[config.mk]
export PLATFORM = sky130hd
export DESIGN_NAME = sysbus_arbiter
export DESIGN_NICKNAME = d
export VERILOG_FILES = /design/src/rtl/sysbus_arbiter.sv
export SDC_FILE = /design/constraint.sdc
export NUM_CORES = 1
export LEC_CHECK = 0
export BUFFER_PORTS_ARGS = -buffer_cell sky130_fd_sc_hd__buf_4
export CAP_MARGIN = 20
export CORE_AREA = 2 2 185 187
export DETAILED_ROUTE_END_ITERATION = 8
export DIE_AREA = 0 0 187 189
export PLACE_DENSITY = 0.32
export SETUP_SLACK_MARGIN = 0.02
export SLEW_MARGIN = 30
export SYNTH_ARGS = -nofsm -noshare
export SYNTH_HDL_FRONTEND = slang
export SYNTH_SLANG_ARGS = --single-unit
[constraint.sdc]
create_clock -name clk -period 1.7 [get_ports clk]
set_clock_uncertainty 0.05 [all_clocks]
set_input_delay 0.34 -clock clk [delete_from_list [all_inputs] [get_ports clk]]
set_output_delay 0.34 -clock clk [all_outputs]
set_load 0.01 [all_outputs]
[src/rtl/sysbus_arbiter.sv]
// -----------------------------------------------------------------------------
// sysbus_arbiter
//
// Shares one memory-side Sysbus port between two requesters: the instruction
// fetch cache (p0) and the data cache (p1). A requester owns the bus for a
// whole transaction: one request beat, then either BURST_BEATS write-data
// beats or BURST_BEATS read-response beats. Handshakes and data are routed to
// the owner only. When both requesters are pending at arbitration time, the
// port that did not win last time is chosen.
//
// Ports
//   clk                      rising-edge clock for all state
//   reset                    asynchronous reset, active low
//   pN_bus_reqcyc/req/reqtag requester N request or write-data beat
//   pN_bus_respack           requester N accepts a response beat
//   pN_bus_reqack            request beat of requester N accepted
//   pN_bus_respcyc/resp/resptag  response beat towards requester N
//   m_bus_reqcyc/req/reqtag  request beat towards memory
//   m_bus_respack            response beat accepted, towards memory
//   m_bus_reqack             memory accepted the request beat
//   m_bus_respcyc/resp/resptag   response beat from memory
//   grant                    one-hot owner {p1,p0}; 2'b00 while idle
// -----------------------------------------------------------------------------
`ifndef SYSBUS_READ
`define SYSBUS_READ  1'b1
`endif
`ifndef SYSBUS_WRITE
`define SYSBUS_WRITE 1'b0
`endif

module sysbus_arbiter #(
    parameter int BUS_DATA_WIDTH = 64,
    parameter int BUS_TAG_WIDTH  = 13,
    parameter int BURST_BEATS    = 8
) (
    input  logic                      clk,
    input  logic                      reset,

    input  logic                      p0_bus_reqcyc,
    input  logic [BUS_DATA_WIDTH-1:0] p0_bus_req,
    input  logic [BUS_TAG_WIDTH-1:0]  p0_bus_reqtag,
    input  logic                      p0_bus_respack,
    output logic                      p0_bus_reqack,
    output logic                      p0_bus_respcyc,
    output logic [BUS_DATA_WIDTH-1:0] p0_bus_resp,
    output logic [BUS_TAG_WIDTH-1:0]  p0_bus_resptag,

    input  logic                      p1_bus_reqcyc,
    input  logic [BUS_DATA_WIDTH-1:0] p1_bus_req,
    input  logic [BUS_TAG_WIDTH-1:0]  p1_bus_reqtag,
    input  logic                      p1_bus_respack,
    output logic                      p1_bus_reqack,
    output logic                      p1_bus_respcyc,
    output logic [BUS_DATA_WIDTH-1:0] p1_bus_resp,
    output logic [BUS_TAG_WIDTH-1:0]  p1_bus_resptag,

    output logic                      m_bus_reqcyc,
    output logic [BUS_DATA_WIDTH-1:0] m_bus_req,
    output logic [BUS_TAG_WIDTH-1:0]  m_bus_reqtag,
    output logic                      m_bus_respack,
    input  logic                      m_bus_reqack,
    input  logic                      m_bus_respcyc,
    input  logic [BUS_DATA_WIDTH-1:0] m_bus_resp,
    input  logic [BUS_TAG_WIDTH-1:0]  m_bus_resptag,

    output logic [1:0]                grant
);

    localparam int CNT_W = (BURST_BEATS > 1) ? $clog2(BURST_BEATS) : 1;
    localparam logic [CNT_W-1:0] LAST_BEAT = CNT_W'(BURST_BEATS - 1);
    localparam int OP_BIT = BUS_TAG_WIDTH - 1;

    typedef enum logic [1:0] {
        IDLE,
        REQ,
        WDATA,
        RRESP
    } state_t;

    state_t             state, state_nxt;
    logic               owner, owner_nxt;           // 0 = p0, 1 = p1
    logic               last_grant, last_grant_nxt;
    logic [CNT_W-1:0]   beat_cnt, beat_cnt_nxt;
    logic               is_write, is_write_nxt;

    // Owner-selected requester signals.
    logic                      own_reqcyc;
    logic [BUS_DATA_WIDTH-1:0] own_req;
    logic [BUS_TAG_WIDTH-1:0]  own_reqtag;
    logic                      own_respack;

    assign own_reqcyc  = owner ? p1_bus_reqcyc  : p0_bus_reqcyc;
    assign own_req     = owner ? p1_bus_req     : p0_bus_req;
    assign own_reqtag  = owner ? p1_bus_reqtag  : p0_bus_reqtag;
    assign own_respack = owner ? p1_bus_respack : p0_bus_respack;

    // Tie goes to the port that did not win the previous arbitration.
    logic winner;
    assign winner = (p0_bus_reqcyc && p1_bus_reqcyc) ? ~last_grant : p1_bus_reqcyc;

    logic req_is_write;
    assign req_is_write = (own_reqtag[OP_BIT] == `SYSBUS_WRITE);

    // Direction of the data phase is keyed off the latched op bit as well as
    // the state, so a stray state value can never open both paths at once.
    logic fwd_req;
    logic fwd_rsp;
    assign fwd_req = (state == REQ) || ((state == WDATA) && is_write);
    assign fwd_rsp = (state == RRESP) && !is_write;

    // NOTE: state elements use non-blocking assignments so every register
    // samples values from before the edge, independent of statement order.
    always_ff @(posedge clk or negedge reset) begin
        if (!reset) begin
            state      <= IDLE;
            owner      <= 1'b0;
            last_grant <= 1'b1;
            beat_cnt   <= '0;
            is_write   <= 1'b0;
        end else begin
            state      <= state_nxt;
            owner      <= owner_nxt;
            last_grant <= last_grant_nxt;
            beat_cnt   <= beat_cnt_nxt;
            is_write   <= is_write_nxt;
        end
    end

    // NOTE: every signal written in a combinational block gets a default at
    // the top; a path that leaves one unassigned would infer a latch.
    always_comb begin
        state_nxt      = state;
        owner_nxt      = owner;
        last_grant_nxt = last_grant;
        beat_cnt_nxt   = beat_cnt;
        is_write_nxt   = is_write;
        case (state)
            IDLE: begin
                if (p0_bus_reqcyc || p1_bus_reqcyc) begin
                    owner_nxt      = winner;
                    last_grant_nxt = winner;
                    state_nxt      = REQ;
                end
            end
            REQ: begin
                if (!own_reqcyc) begin
                    state_nxt = IDLE;            // requester gave up before ack
                end else if (m_bus_reqack) begin
                    is_write_nxt = req_is_write;
                    beat_cnt_nxt = '0;
                    state_nxt    = req_is_write ? WDATA : RRESP;
                end
            end
            WDATA: begin
                if (own_reqcyc && m_bus_reqack) begin
                    beat_cnt_nxt = beat_cnt + CNT_W'(1);
                    if (beat_cnt == LAST_BEAT) state_nxt = IDLE;
                end
            end
            RRESP: begin
                if (m_bus_respcyc && own_respack) begin
                    beat_cnt_nxt = beat_cnt + CNT_W'(1);
                    if (beat_cnt == LAST_BEAT) state_nxt = IDLE;
                end
            end
            default: state_nxt = IDLE;
        endcase
    end

    // Zero-latency routing between the owner and the memory side.
    always_comb begin
        m_bus_reqcyc   = 1'b0;
        m_bus_req      = '0;
        m_bus_reqtag   = '0;
        m_bus_respack  = 1'b0;
        p0_bus_reqack  = 1'b0;
        p1_bus_reqack  = 1'b0;
        p0_bus_respcyc = 1'b0;
        p1_bus_respcyc = 1'b0;
        p0_bus_resp    = '0;
        p1_bus_resp    = '0;
        p0_bus_resptag = '0;
        p1_bus_resptag = '0;
        if (fwd_req) begin
            m_bus_reqcyc = own_reqcyc;
            m_bus_req    = own_req;
            m_bus_reqtag = own_reqtag;
            if (owner) p1_bus_reqack = m_bus_reqack;
            else       p0_bus_reqack = m_bus_reqack;
        end
        if (fwd_rsp) begin
            m_bus_respack = own_respack;
            if (owner) begin
                p1_bus_respcyc = m_bus_respcyc;
                p1_bus_resp    = m_bus_resp;
                p1_bus_resptag = m_bus_resptag;
            end else begin
                p0_bus_respcyc = m_bus_respcyc;
                p0_bus_resp    = m_bus_resp;
                p0_bus_resptag = m_bus_resptag;
            end
        end
    end

    assign grant = (state == IDLE) ? 2'b00 : (owner ? 2'b10 : 2'b01);

endmodule
Word-level counts from Yosys, hierarchy flattened. Index checks and enable logic that the tools add are counted. W data, S select, Z words.

$add $sub $neg: 1. Multiply operators: 0. Divide/modulo/power cells: 0. Magnitude comparators: 0. Equality and inequality tests: 10. Shift operators: 0. Multiplexer cells: 40. Bitwise operators: 2. Reduce and logical (&&, ||, !) cells: 14.

Operators by type and width (count): $mux W64 (6); $mux W13 (6); $mux W2 (8); $mux W1 (14); $mux W3 (4); $pmux W3 S3 (1); $pmux W2 S4 (1); $ne A2 B2 Y1 const B (3); $logic_and A1 B1 Y1 (5); $reduce_and A5 Y1 (1); $eq A2 B2 Y1 const B (2); $ne A2 B1 Y1 const B (2); $reduce_and A4 Y1 (1); $add A3 B1 Y3 const B (1); $eq A3 B3 Y1 const B (1); $ne A3 B3 Y1 const B (1); $reduce_and A3 Y1 (1); $reduce_bool A3 Y1 (1); $eq A2 B1 Y1 const B (1); $logic_not A2 Y1 (1); $logic_or A1 B1 Y1 (2); $not A1 Y1 (2); $reduce_and A2 Y1 (1); $logic_not A1 Y1 (1).

Register bits after elaboration: 8. Latch bits: 0. RAM bits: 0. Memory bits (read-only): 0. Bits of input ports: 239. Output and inout port bits: 239. Memories: 0.

Depth between registers and ports, before layout. Gate-level depths: netlist of the first run.

Depth in word-level cells: 5. Mapped depth: 6.

Least setup slack after synthesis of the first run. Ideal clock, no wire load.

Kind: register -> output. Start: reg state[1]. End: out p1_bus_reqack. Arrival: 1.349 ns. Setup slack: -0.039 ns. Cell stages (with the launch flop): 7. Cell sequence: dfrtp_1 > buf_2 > inv_1 > nor2_1 > a21oi_2 > buf_2 > nor3b_1.

Longest elaborated chain between the ends: 4.

RTL lines: from (decl) (RTL line 80) `state_t state, state_nxt;`; from (signal assigned) (RTL line 121) `state <= state_nxt;`; $eq A2 B2 Y1 (RTL line 108) `assign fwd_req = (state == REQ) || ((state == WDATA) && is_write);`; $logic_and A1 B1 Y1 (RTL line 108); $logic_or A1 B1 Y1 * (RTL line 108); $mux W1 * (RTL line 184) `if (fwd_req) begin`; to (decl) (RTL line 52) `output logic p1_bus_reqack,`.

Every way passes the cells marked *; elsewhere a longest branch is shown, timed or not.

Final worst setup path of the first run.
Start: reg state[1]. End: out p0_bus_resp[55].

Longest elaborated chain between the ends: 3.

RTL lines: $eq A2 B2 Y1 (RTL line 109) `assign fwd_rsp = (state == RRESP) && !is_write;`; $logic_and A1 B1 Y1 (RTL line 109); $mux W64 (RTL line 191) `if (fwd_rsp) begin`; to (decl) (RTL line 45) `output logic [BUS_DATA_WIDTH-1:0] p0_bus_resp,`.

No other way between the ends.

==> summary.md, run 1 <==
| Metric | Value |
|---|---|
| Die Ht | 189 um |
| Post-route cell area | 0.008252 mm^2 |
| Overall routing resource usage | 0.1281 |
| Die area | 0.03534 mm^2 |
| Relative slew slack | 0.7420 |
| Drt total wl | 26690 um |
| Post-DP HPWL | 20140 um |
| Switching Fraction | 0.4377 |
| Kind of critical path | reg -> out |
| Initial antenna violation count | 0 |
| Clk pin slew, worst setup/hold paths | 0.04 ns |
| Max-slew violations | 0 |
| Sink Count | 8 |
| Layout cells sized above 1 | 0.6934 |
| Top-area cell type share of the netlist area | 0.3507 |
| Initial core utilization | 0.08361 |
| CP Cell Sequence | nand2_4 > nor3_4 > buf_6 > clkbuf_16 > and2_4 > buf_6 |
| Sw power | 0.005395 W |
| Clock tree from TritonCTS | built |
| Core area | 0.03328 mm^2 |
| Final GP Congestion | 0.7723 |
| Die X | 187 um |
| Cts bufs inserted | 3 |
| Startpoint type of the worst setup path | flop |
| Status | finished, violations left |
| Synth Flop Type | dfrtp_1 |
| Final hold vios | 0 |
| Biggest area consumer among synthesized cells | and2_1 |
| Critical Path End Type | output pin |
| Sequential fraction of the synthesis area | 0.07239 |
| FF+latch count, synth | 8 |
| Hold Path Class | in -> reg |
| Family with the most delay on the worst path | buffers and inverters |
| Most common cell after layout, fill and taps aside | buf_4 |
| Flop pwr share | 0.039 |
| Post-route DRC | 0 |
| Post-synth net total | 647 |
| WP data arrival | 1.62 ns |
| NumNets Final | 1152 |
| Clock latency on the worst-skew pair | 0.23 ns |
| Final worst setup slack | -0.3051 ns |
| Cell Pwr Density | 1494 mW/mm^2 |
| Violated checks | negative setup slack |
| Combinational Power Share | 0.928 |
| Final Setup Violations | 243 |
| Final total power | 0.01233 W |
| Antenna Nets Post-Route | 0 |
| N_diodes | 0 |
| Overflow after GRT | 0 |
| Post-layout min period | 2.005 ns |
| Crit Path Max Fanout | 7 |
| Number of synthesized flops with an enable pin | 0 |
| Most frequent CP cell | buf_6 |
| Worst VDD drop | 0.0006896 V |
| Syn. warnings | 0 |
| Max Fclk | 498.7 MHz |
| Pin count of the biggest net entering global routing | 40 |
| Wire length per cell | 19.65 um |
| First-pass GRT wire length | 34070 um |
| Initial DRC count | 96 |
| Req. time, crit path | 1.31 ns |
| Clock power frac | 0.034 |
| Critical path buffers and inverters | 3 |
| TritonRoute pass-1 iters | 4 |
| Register area | 209.0 um^2 |
| Largest stage delay on the critical path | 0.43 ns |
| Leakage | 4.265 nW |
| Mapped Cells | 406 |
| Synth top area cells | and2_1, mux2i_1, nor2_1, dfrtp_1, buf_2 |
| Via density | 3.541 |
| Int Power | 0.006931 W |
| RSZ-0062 raised after global routing | yes |
| Worst Max-Slew Pin Slew | 0.3869 ns |
| Asr flop ratio synth | 1.000 |
| Slowest cell on crit path | dfrtp_2 |
| H-tree depth | 1 |
| Vias in the first global route | 5061 |
| Number of fillers in the final layout | 3734 |
| Commonest non-fill, non-tap cells in the layout | buf_4, and2_1, buf_6, nor2_1, mux2i_1 |
| Clk root buf | clkbuf_16 |
| Row count | 67 |
| Io pins | 478 |
| Netlist Area Pre-Place | 0.002783 mm^2 |
| Layout area overhead | 196.5% |
| Final worst path period share | 1.179 |
| Mean post-synth cell area | 6.854 um^2 |
| Area of the multi-input gates | 0.002656 mm^2 |
| Longest Clk Path Bufs | 2 |
| Dpl cell area | 0.007087 mm^2 |
| DR vias | 4808 |
| I/O Buffers | 477 |
| Max-cap violations | 0 |
| Distinct cells, synth | 32 |
-- repair_timing --
action | 4_1_cts | 5_1_grt
resized for setup | 55 | 133
cloned | 4 | 13
endpoints found under the setup margin | 242 | 246
buffers inserted | 10 | 0
hold buffers | 1 | 0
pin swaps | 6 | 53
hold endpoints to repair | 7 | 0
-- synth_stat cells, types with 2 or more instances --
cell type,count
mux2i_1,79
a21oi_1,3
clkbuf_2,5
buf_2,17
nor2_1,84
inv_1,2
nand3_1,3
o221a_1,2
and3_1,2
nor2b_1,2
nor3_1,4
and2_1,156
mux2_2,3
ha_1,2
nand2_1,7
dfrtp_1,7
clkbuf_1,12
a21o_1,2
-- routing by layer --
| layer | share of wire | vias up | global-route usage |
|---|---|---|---|
| met2 | 0.55 | 294 | 0.2509 |
| met4 | 0.011 | 0 | 0.009768 |
| met5 | 0 | - | 0 |
| met3 | 0.072 | 18 | 0.03355 |
| met1 | 0.37 | 2171 | 0.1429 |
| li1 | - | 2325 | - |
-- through the flow --
step	util	std cells	hold WS [ns]	worst slack, ns	TNS [ns]
CTS	0.2269	1345	0.2680	-0.2971	-60.02
detailed placement	0.2129	1326	0.1224	-0.1237	-15.61
floorplan	-	406	-0.005591	0.01269	0
finish	0.2479	1358	0.2751	-0.3051	-60.87
global route	0.2479	1358	0.2888	-0.4008	-80.24
global placement	0.2129	1326	0.1281	-0.1589	-18.10
-- worst reg2reg max path, delay by kind of cell, from the launching register on --
kind	cells	cell delay (ns)
DFF	1	0.53
buffers and inverters	1	0.17
muxes	1	0.18
AOI/OAI and AO/OA	2	0.61
and+or+nand+nor	1	0.13
-- final cells by class --
class,instances,area share
clock buffers,4,0.009553
inverters,2,0.0009098
multi-input cells,360,0.3219
flip-flops and latches,8,0.02532
well taps,448,0.06793
repair buffers,536,0.5744
-- path summary, 6_finish.rpt --
kind / slack (ns) / endpoint / from / cells after the start
setup / recovery: -0.31 / p0_bus_resp[55] / state[1]$_DFFE_PN0P_ / 6
hold / removal: 0.28 / last_grant$_DFFE_PN1P_ / p0_bus_reqcyc / 2
setup reg to reg: -0.10 / beat_cnt[2]$_DFFE_PN0P_ / owner$_DFFE_PN0P_ / 5
hold reg to reg: 0.48 / last_grant$_DFFE_PN1P_ / last_grant$_DFFE_PN1P_ / 2
max in group asynchronous: 0.95 / last_grant$_DFFE_PN1P_ / reset / 2
min in group asynchronous: 0.43 / owner$_DFFE_PN0P_ / reset / 2
-- power by group through the flow --
stage               registers [W]  logic, W  clock network, W
CTS                      0.000470   0.00982          0.000418
floorplan                0.000373   0.00423                 0
global route             0.000500    0.0122          0.000436
finish                   0.000476    0.0114          0.000417
global placement         0.000471   0.00881                 0
detailed placement       0.000472   0.00870                 0
-- flip-flops by register name (all words and copies together) (netlist names) --
signal and cells:
state 2, owner 1, is_write 1, last_grant 1, beat_cnt 3
-- cells by family (layout without fill, tap and decap cells) --
group / after synthesis / count (layout) / share of synthesized area
AND/OR/NAND/NOR: 262 / 262 / 0.5144
flip-flops: 8 / 8 / 0.07239
buffers and inverters: 38 / 542 / 0.06520
AO/OA/AOI/OAI: 14 / 14 / 0.04272
adder cells (fa/ha/maj): 2 / 2 / 0.008991
multiplexers: 82 / 82 / 0.2963
Note: power is estimated with default switching activity, not from simulation.
==> run 2: changes to the inputs <==
--- a/config.mk
+++ b/config.mk
@@ -6,13 +6,14 @@
 export NUM_CORES = 1
 export LEC_CHECK = 0
 export BUFFER_PORTS_ARGS = -buffer_cell sky130_fd_sc_hd__buf_4
-export CAP_MARGIN = 20
 export CORE_AREA = 2 2 185 187
 export DETAILED_ROUTE_END_ITERATION = 8
 export DIE_AREA = 0 0 187 189
 export PLACE_DENSITY = 0.32
+export REMOVE_ABC_BUFFERS = 1
 export SETUP_SLACK_MARGIN = 0.02
 export SLEW_MARGIN = 30
 export SYNTH_ARGS = -nofsm -noshare
 export SYNTH_HDL_FRONTEND = slang
 export SYNTH_SLANG_ARGS = --single-unit
+export TNS_END_PERCENT = 20
==> summary.md, run 2 (same netlist as run 1, synthesis figures left out) <==
| Metric | Value |
|---|---|
| CP Cell Sequence | nand2_4 > nor3b_4 > buf_12 > buf_12 > and2_1 > buf_4 |
| Violated checks | negative setup slack |
| Clk root buf | clkbuf_16 |
| Io pins | 478 (unchanged) |
| Drt total wl | 25160 um (-5.7%) |
| Status | finished, violations left |
| Max Fclk | 498.1 MHz (-0.13%) |
| Sink Count | 8 (unchanged) |
| Antenna Nets Post-Route | 0 (unchanged) |
| Clock tree from TritonCTS | built |
| Top Registers | beat_cnt: 3 flops, state: 2 flops |
| Initial core utilization | 0.08361 (unchanged) |
| Clock latency on the worst-skew pair | 0.24 ns (about the same) |
| Number of fillers in the final layout | 3707 (-0.72%) |
| Req. time, crit path | 1.31 ns (about the same) |
| Wire length per cell | 18.39 um (-6.4%) |
| RSZ-0062 raised after global routing | yes |
| Overall routing resource usage | 0.1239 (-0.004157) |
| Post-DP HPWL | 20240 um (+0.53%) |
| Max reg flops | 3 (unchanged) |
| Pin count of the biggest net entering global routing | 79 (+98%) |
| Leakage | 4.204 nW (-1.4%) |
| Kind of critical path | reg -> out |
| Wire length on met2 | 13290 um (-9.8%) |
| WL met1 | 9793 um (+0.48%) |
| Family with the most delay on the worst path | simple AND/OR/NAND/NOR gates |
| Final worst path period share | 1.181 (+0.001522) |
| Die Ht | 189 um (unchanged) |
| Slowest cell on crit path | dfrtp_2 |
| Top Metal Used | met5 |
| Relative slew slack | 0.8046 (+0.06258) |
| Layout area overhead | 193.7% |
| Die X | 187 um (unchanged) |
| Row count | 67 (unchanged) |
| Final core occ | 0.2456 (-0.002331) |
| Largest Register | beat_cnt |
| Via density | 3.547 (+0.18%) |
| WP data arrival | 1.62 ns (about the same) |
| H-tree depth | 1 (unchanged) |
| Overflow after GRT | 0 (unchanged) |
| Layout cells sized above 1 | 0.6797 (-0.01367) |
| Final GP Congestion | 0.7851 (+1.7%) |
| First-pass GRT wire length | 33020 um (-3.1%) |
| Commonest non-fill, non-tap cells in the layout | buf_4, and2_1, mux2i_1, nor2_1, buf_6 |
| DP Cell Count | 1331 (+0.38%) |
| Post-route non-filler standard cell count | 1368 (+0.74%) |
| Initial antenna violation count | 3 (+3) |
| I/O Buffers | 477 (unchanged) |
| Die area | 0.03534 mm^2 (unchanged) |
| Worst Max-Slew Pin Slew | 0.2849 ns (-0.1020 ns) |
| Critical Path End Type | output pin |
| Largest stage delay on the critical path | 0.43 ns (about the same) |
| Critical path buffers and inverters | 3 (unchanged) |
| Longest Clk Path Bufs | 2 (unchanged) |
| Clk pin slew, worst setup/hold paths | 0.04 ns (about the same) |
| Cell Pwr Density | 1468 mW/mm^2 (-1.7%) |
| Crit Path Max Fanout | 27 (+20) |
| DR vias | 4852 (+0.92%) |
| Worst VDD drop | 0.0006568 V (-4.8%) |
| Post-layout min period | 2.008 ns (+0.002588 ns) |
| Final worst setup slack | -0.3077 ns (-0.002588 ns) |
| NumNets Final | 1160 (+0.69%) |
| Core area | 0.03328 mm^2 (unchanged) |
| Cts bufs inserted | 3 (unchanged) |
| Vias in the first global route | 4815 (-4.9%) |
| Most frequent CP cell | buf_12 |
| Most common cell after layout, fill and taps aside | buf_4 |
| TritonRoute pass-1 iters | 4 (unchanged) |
| Final hold vios | 0 (unchanged) |
| Max-cap violations | 0 (unchanged) |
| Wire length on met3 | 1932 um (+0.63%) |
| Post-route DRC | 0 (unchanged) |
| Startpoint type of the worst setup path | flop |
| Initial DRC count | 99 (+3.1%) |
| Hold Path Class | in -> reg |
| Max-slew violations | 0 (unchanged) |
| Final Setup Violations | 242 (-0.41%) |
==> run 2: changes by cell type in the layout (fill, tap and decap cells not counted), sizes merged <==
cell,before,now
buf,527,539
clkbuf,12,8
diode,0,2
==> run 2: through the flow <==
stage / hold slack, ns / instance area [um^2] / total power, W / setup slack (ns) / TNS [ns]
final: 0.2954 / 8174 / 0.01200 / -0.3077 / -60.59
after global routing: 0.3005 / 8174 / 0.01286 / -0.3757 / -78.61
after CTS: 0.2770 / 7637 / 0.01095 / -0.3190 / -63.63
after detailed placement: 0.1258 / 7169 / 0.009571 / -0.1588 / -10.48
after global placement: 0.1269 / 7169 / 0.009664 / -0.1779 / -10.54
after floorplan: -0.005591 / 2609 / 0.004096 / -3.026 / -616.05
==> run 2: final cells by class <==
class	count	area [um^2]	area share
Tap cell	448	560.5	0.06857
Inverter	2	7.507	0.0009184
Multi-Input combinational cell	360	2699	0.3302
Clock buffer	4	78.83	0.009643
Sequential cell	8	209.0	0.02556
Timing Repair Buffer	544	4614	0.5645
Antenna cell	2	5.005	0.0006123
==> run 2: final timing paths <==
check                           depth (start not counted)                     end  slack (ns)                   start
min in group asynchronous                               2    state[1]$_DFFE_PN0P_        0.42                   reset
max in group asynchronous                               2  last_grant$_DFFE_PN1P_        0.96                   reset
worst max register to register                         12    state[1]$_DFFE_PN0P_       -0.27    state[1]$_DFFE_PN0P_
worst max-delay path                                    6       p1_bus_resptag[3]       -0.31    state[1]$_DFFE_PN0P_
worst min register to register                          2  last_grant$_DFFE_PN1P_        0.47  last_grant$_DFFE_PN1P_
worst min-delay path                                    2  last_grant$_DFFE_PN1P_        0.30           p0_bus_reqcyc
==> run 2: routing by layer <==
metal / track usage / vias up
met4: 0.01893 / 2
met2: 0.2303 / 297
li1: - / 2345
met1: 0.1438 / 2200
met5: 0 / -
met3: 0.03355 / 8
==> run 2: where the power goes <==
| part | switching, W | total, W | internal, W |
|---|---|---|---|
| Sequential | 0.000159 | 0.000472 | 0.000314 |
| Clock | 0.000104 | 0.000418 | 0.000314 |
| Combinational | 0.00500 | 0.0111 | 0.00611 |
| Total | 0.00526 | 0.0120 | 0.00674 |
==> run 2: timing repair <==
action,in CTS,in global routing
hold buffers,1,0
setup endpoints to repair,239,243
pin swaps,13,23
resized for setup,63,96
setup buffers,16,4
gates cloned,1,9
endpoints found under the hold margin,7,0
==> run 3: changes to the inputs <==
--- a/config.mk
+++ b/config.mk
@@ -6,10 +6,10 @@
 export NUM_CORES = 1
 export LEC_CHECK = 0
 export BUFFER_PORTS_ARGS = -buffer_cell sky130_fd_sc_hd__buf_4
-export CORE_AREA = 2 2 185 187
+export CORE_AREA = 2 2 188 190
 export DETAILED_ROUTE_END_ITERATION = 8
-export DIE_AREA = 0 0 187 189
-export PLACE_DENSITY = 0.32
+export DIE_AREA = 0 0 190 192
+export PLACE_DENSITY = 0.3
 export REMOVE_ABC_BUFFERS = 1
 export SETUP_SLACK_MARGIN = 0.02
 export SLEW_MARGIN = 30
==> constraint.sdc (replaced) <==
create_clock -name clk -period 2.45 [get_ports clk]
set_clock_uncertainty 0.05 [all_clocks]
set_input_delay 0.49 -clock clk [delete_from_list [all_inputs] [get_ports clk]]
set_output_delay 0.49 -clock clk [all_outputs]
set_load 0.01 [all_outputs]
==> summary.md, run 3 (same netlist as run 1, synthesis figures left out) <==
| Metric | Value |
|---|---|
| Clk root buf | clkbuf_16 |
| Layout area overhead | 156.8% |
| Req. time, crit path | 1.91 ns (+0.60 ns) |
| Post-route DRC | 0 (unchanged) |
| Sink Count | 8 (unchanged) |
| Wire length per cell | 16.97 um (-7.8%) |
| Antenna Nets Post-Route | 0 (unchanged) |
| Longest Clk Path Bufs | 2 (unchanged) |
| Register area | 205.2 um^2 (-1.8%) |
| Layout cells sized above 1 | 0.5888 (-0.09090) |
| Cts hold-fix bufs | 0 (-1) |
| Final Setup Violations | 0 (-100%) |
| H-tree depth | 1 (unchanged) |
| Clock tree from TritonCTS | built |
| Critical path buffers and inverters | 2 (-1) |
| Clk pin slew, worst setup/hold paths | 0.04 ns (about the same) |
| DR vias | 4620 (-4.8%) |
| Max Fclk | 432.3 MHz |
| Largest Register | beat_cnt |
| Top Registers | beat_cnt: 3 flops, state: 2 flops |
| Overall routing resource usage | 0.1118 (-0.01211) |
| Final core occ | 0.2084 (-0.03717) |
| Final worst path period share | 0.9443 |
| RSZ-0062 raised after global routing | no |
| Leakage | 3.820 nW (-9.1%) |
| Number of fillers in the final layout | 3940 (+6.3%) |
| Crit Path Max Fanout | 78 (+190%) |
| Most common cell after layout, fill and taps aside | buf_4 |
| Critical Path End Type | output pin |
| Drt total wl | 22620 um (-10%) |
| Overflow after GRT | 0 (unchanged) |
| NumNets Final | 1120 (-3.4%) |
| Area of the multi-input gates | 0.002407 mm^2 (-11%) |
| Initial DRC count | 89 (-10%) |
| Final GP Congestion | 0.7414 (-5.6%) |
| N_diodes | 0 (-2) |
| Die Ht | 192 um (+1.6%) |
| Status | finished clean |
| Relative slew slack | 0.6997 (-0.1049) |
| TritonRoute pass-1 iters | 4 (unchanged) |
| Post-layout min period | 2.313 ns |
| Family with the most delay on the worst path | flip-flops |
| Cts bufs inserted | 3 (unchanged) |
| Io pins | 478 (unchanged) |
| Pin count of the biggest net entering global routing | 79 (unchanged) |
| Max reg flops | 3 (unchanged) |
| CP Cell Sequence | nor3b_4 > buf_12 > and2_1 > buf_4 |
| Die area | 0.03648 mm^2 (+3.2%) |
| Initial core utilization | 0.08116 (-0.002456) |
| Post-DP HPWL | 19810 um (-2.1%) |
| Largest stage delay on the critical path | 0.57 ns (+0.14 ns) |
| Vias in the first global route | 4480 (-7.0%) |
| Final total power | 0.006604 W (-45%) |
| Worst Max-Slew Pin Slew | 0.4379 ns (+0.1530 ns) |
| Core area | 0.03429 mm^2 (+3.0%) |
| Commonest non-fill, non-tap cells in the layout | buf_4, and2_1, nor2_1, mux2i_1, nand2_1 |
| Startpoint type of the worst setup path | flop |
| Worst VDD drop | 0.0006693 V (+1.9%) |
| First-pass GRT wire length | 30070 um (-8.9%) |
| Row count | 68 (+1.5%) |
| I/O Buffers | 477 (unchanged) |
| Worst reg2reg path depth | 4 (-8) |
| Cell Pwr Density | 924.0 mW/mm^2 (-37%) |
| Clock latency on the worst-skew pair | 0.23 ns (about the same) |
| Hold Path Class | in -> async |
| Slowest cell on crit path | dfrtp_4 |
| Kind of critical path | reg -> out |
| Max-cap violations | 0 (unchanged) |
| Cell depth of the worst setup path | 4 (-2) |
| Initial antenna violation count | 0 (-3) |
| WP data arrival | 1.77 ns (+0.15 ns) |
| Final hold vios | 0 (unchanged) |
| R2r setup slk | 0.66 ns (+0.93 ns) |
| Max-slew violations | 0 (unchanged) |
| Die X | 190 um (+1.6%) |
| Via density | 3.466 (-2.3%) |
run 3: changes by cell type in the layout (fill, tap and decap cells not counted), moves of 5 or more:
cell / delta
and2_1: +31
buf_4: +36
buf_8: -5
buf_12: -7
buf_6: -58
and2_4: -31
nor2_4: -10
mux2i_4: -5
mux2i_1: +9
nor2_2: -8
nor2_1: +18
run 3: metrics by stage:
step	TNS (ns)	hold slack, ns	setup WS, ns	cell area [um^2]	instances
after floorplan	-467.40	0.1444	-2.426	2609	370
after CTS	0	0.02518	0.02549	7104	1329
after global routing	0	0.02650	0.04120	7147	1333
after global placement	-0.03790	0.2727	-0.009956	6998	1324
final	0	0.02260	0.1366	7147	1333
after detailed placement	0	0.2687	0.2673	7025	1325
run 3: area by class of cell:
| class | instances | area share |
|---|---|---|
| tap | 455 | 0.07966 |
| timing repair buffer | 504 | 0.5427 |
| inverter | 2 | 0.001050 |
| sequential | 8 | 0.02871 |
| multi-input combinational | 360 | 0.3368 |
| clock buffer | 4 | 0.01103 |
run 3: where the power goes:
part	switching [W]	internal, W	leakage, nW
Combinational	0.00289	0.00311	3.69
Sequential	0.000109	0.000213	0.0893
Clock	0.0000636	0.000217	0.0382
run 3: worst register-to-register path, cell delays in order, from the launching register on:
cell	delay, ns
dfrtp_4	0.59
mux2i_1	0.24
o32ai_2	0.41
nand2_1	0.14
o221a_1	0.24
run 3: path summary, 6_finish.rpt:
kind / endpoint / start
setup reg to reg: beat_cnt[1]$_DFFE_PN0P_ / owner$_DFFE_PN0P_
hold reg to reg: last_grant$_DFFE_PN1P_ / last_grant$_DFFE_PN1P_
setup / recovery: p1_bus_resp[21] / owner$_DFFE_PN0P_
hold / removal: beat_cnt[2]$_DFFE_PN0P_ / reset
min in group clk: last_grant$_DFFE_PN1P_ / p0_bus_reqcyc
max in group asynchronous: last_grant$_DFFE_PN1P_ / reset
run 3: repair_timing:
action / 4_1_cts / 5_1_grt
endpoints found under the setup margin: 1 / 31
resized for setup: 0 / 0
buffers inserted: 0 / 4
pin swaps: 1 / 0
run 3: layer usage:
| metal | wire (um) | global-route usage |
|---|---|---|
| met5 | 0 | 0 |
| met4 | 91 | 0.007156 |
| met3 | 1943 | 0.02284 |
| met2 | 11860 | 0.2216 |
| met1 | 8721 | 0.1269 |
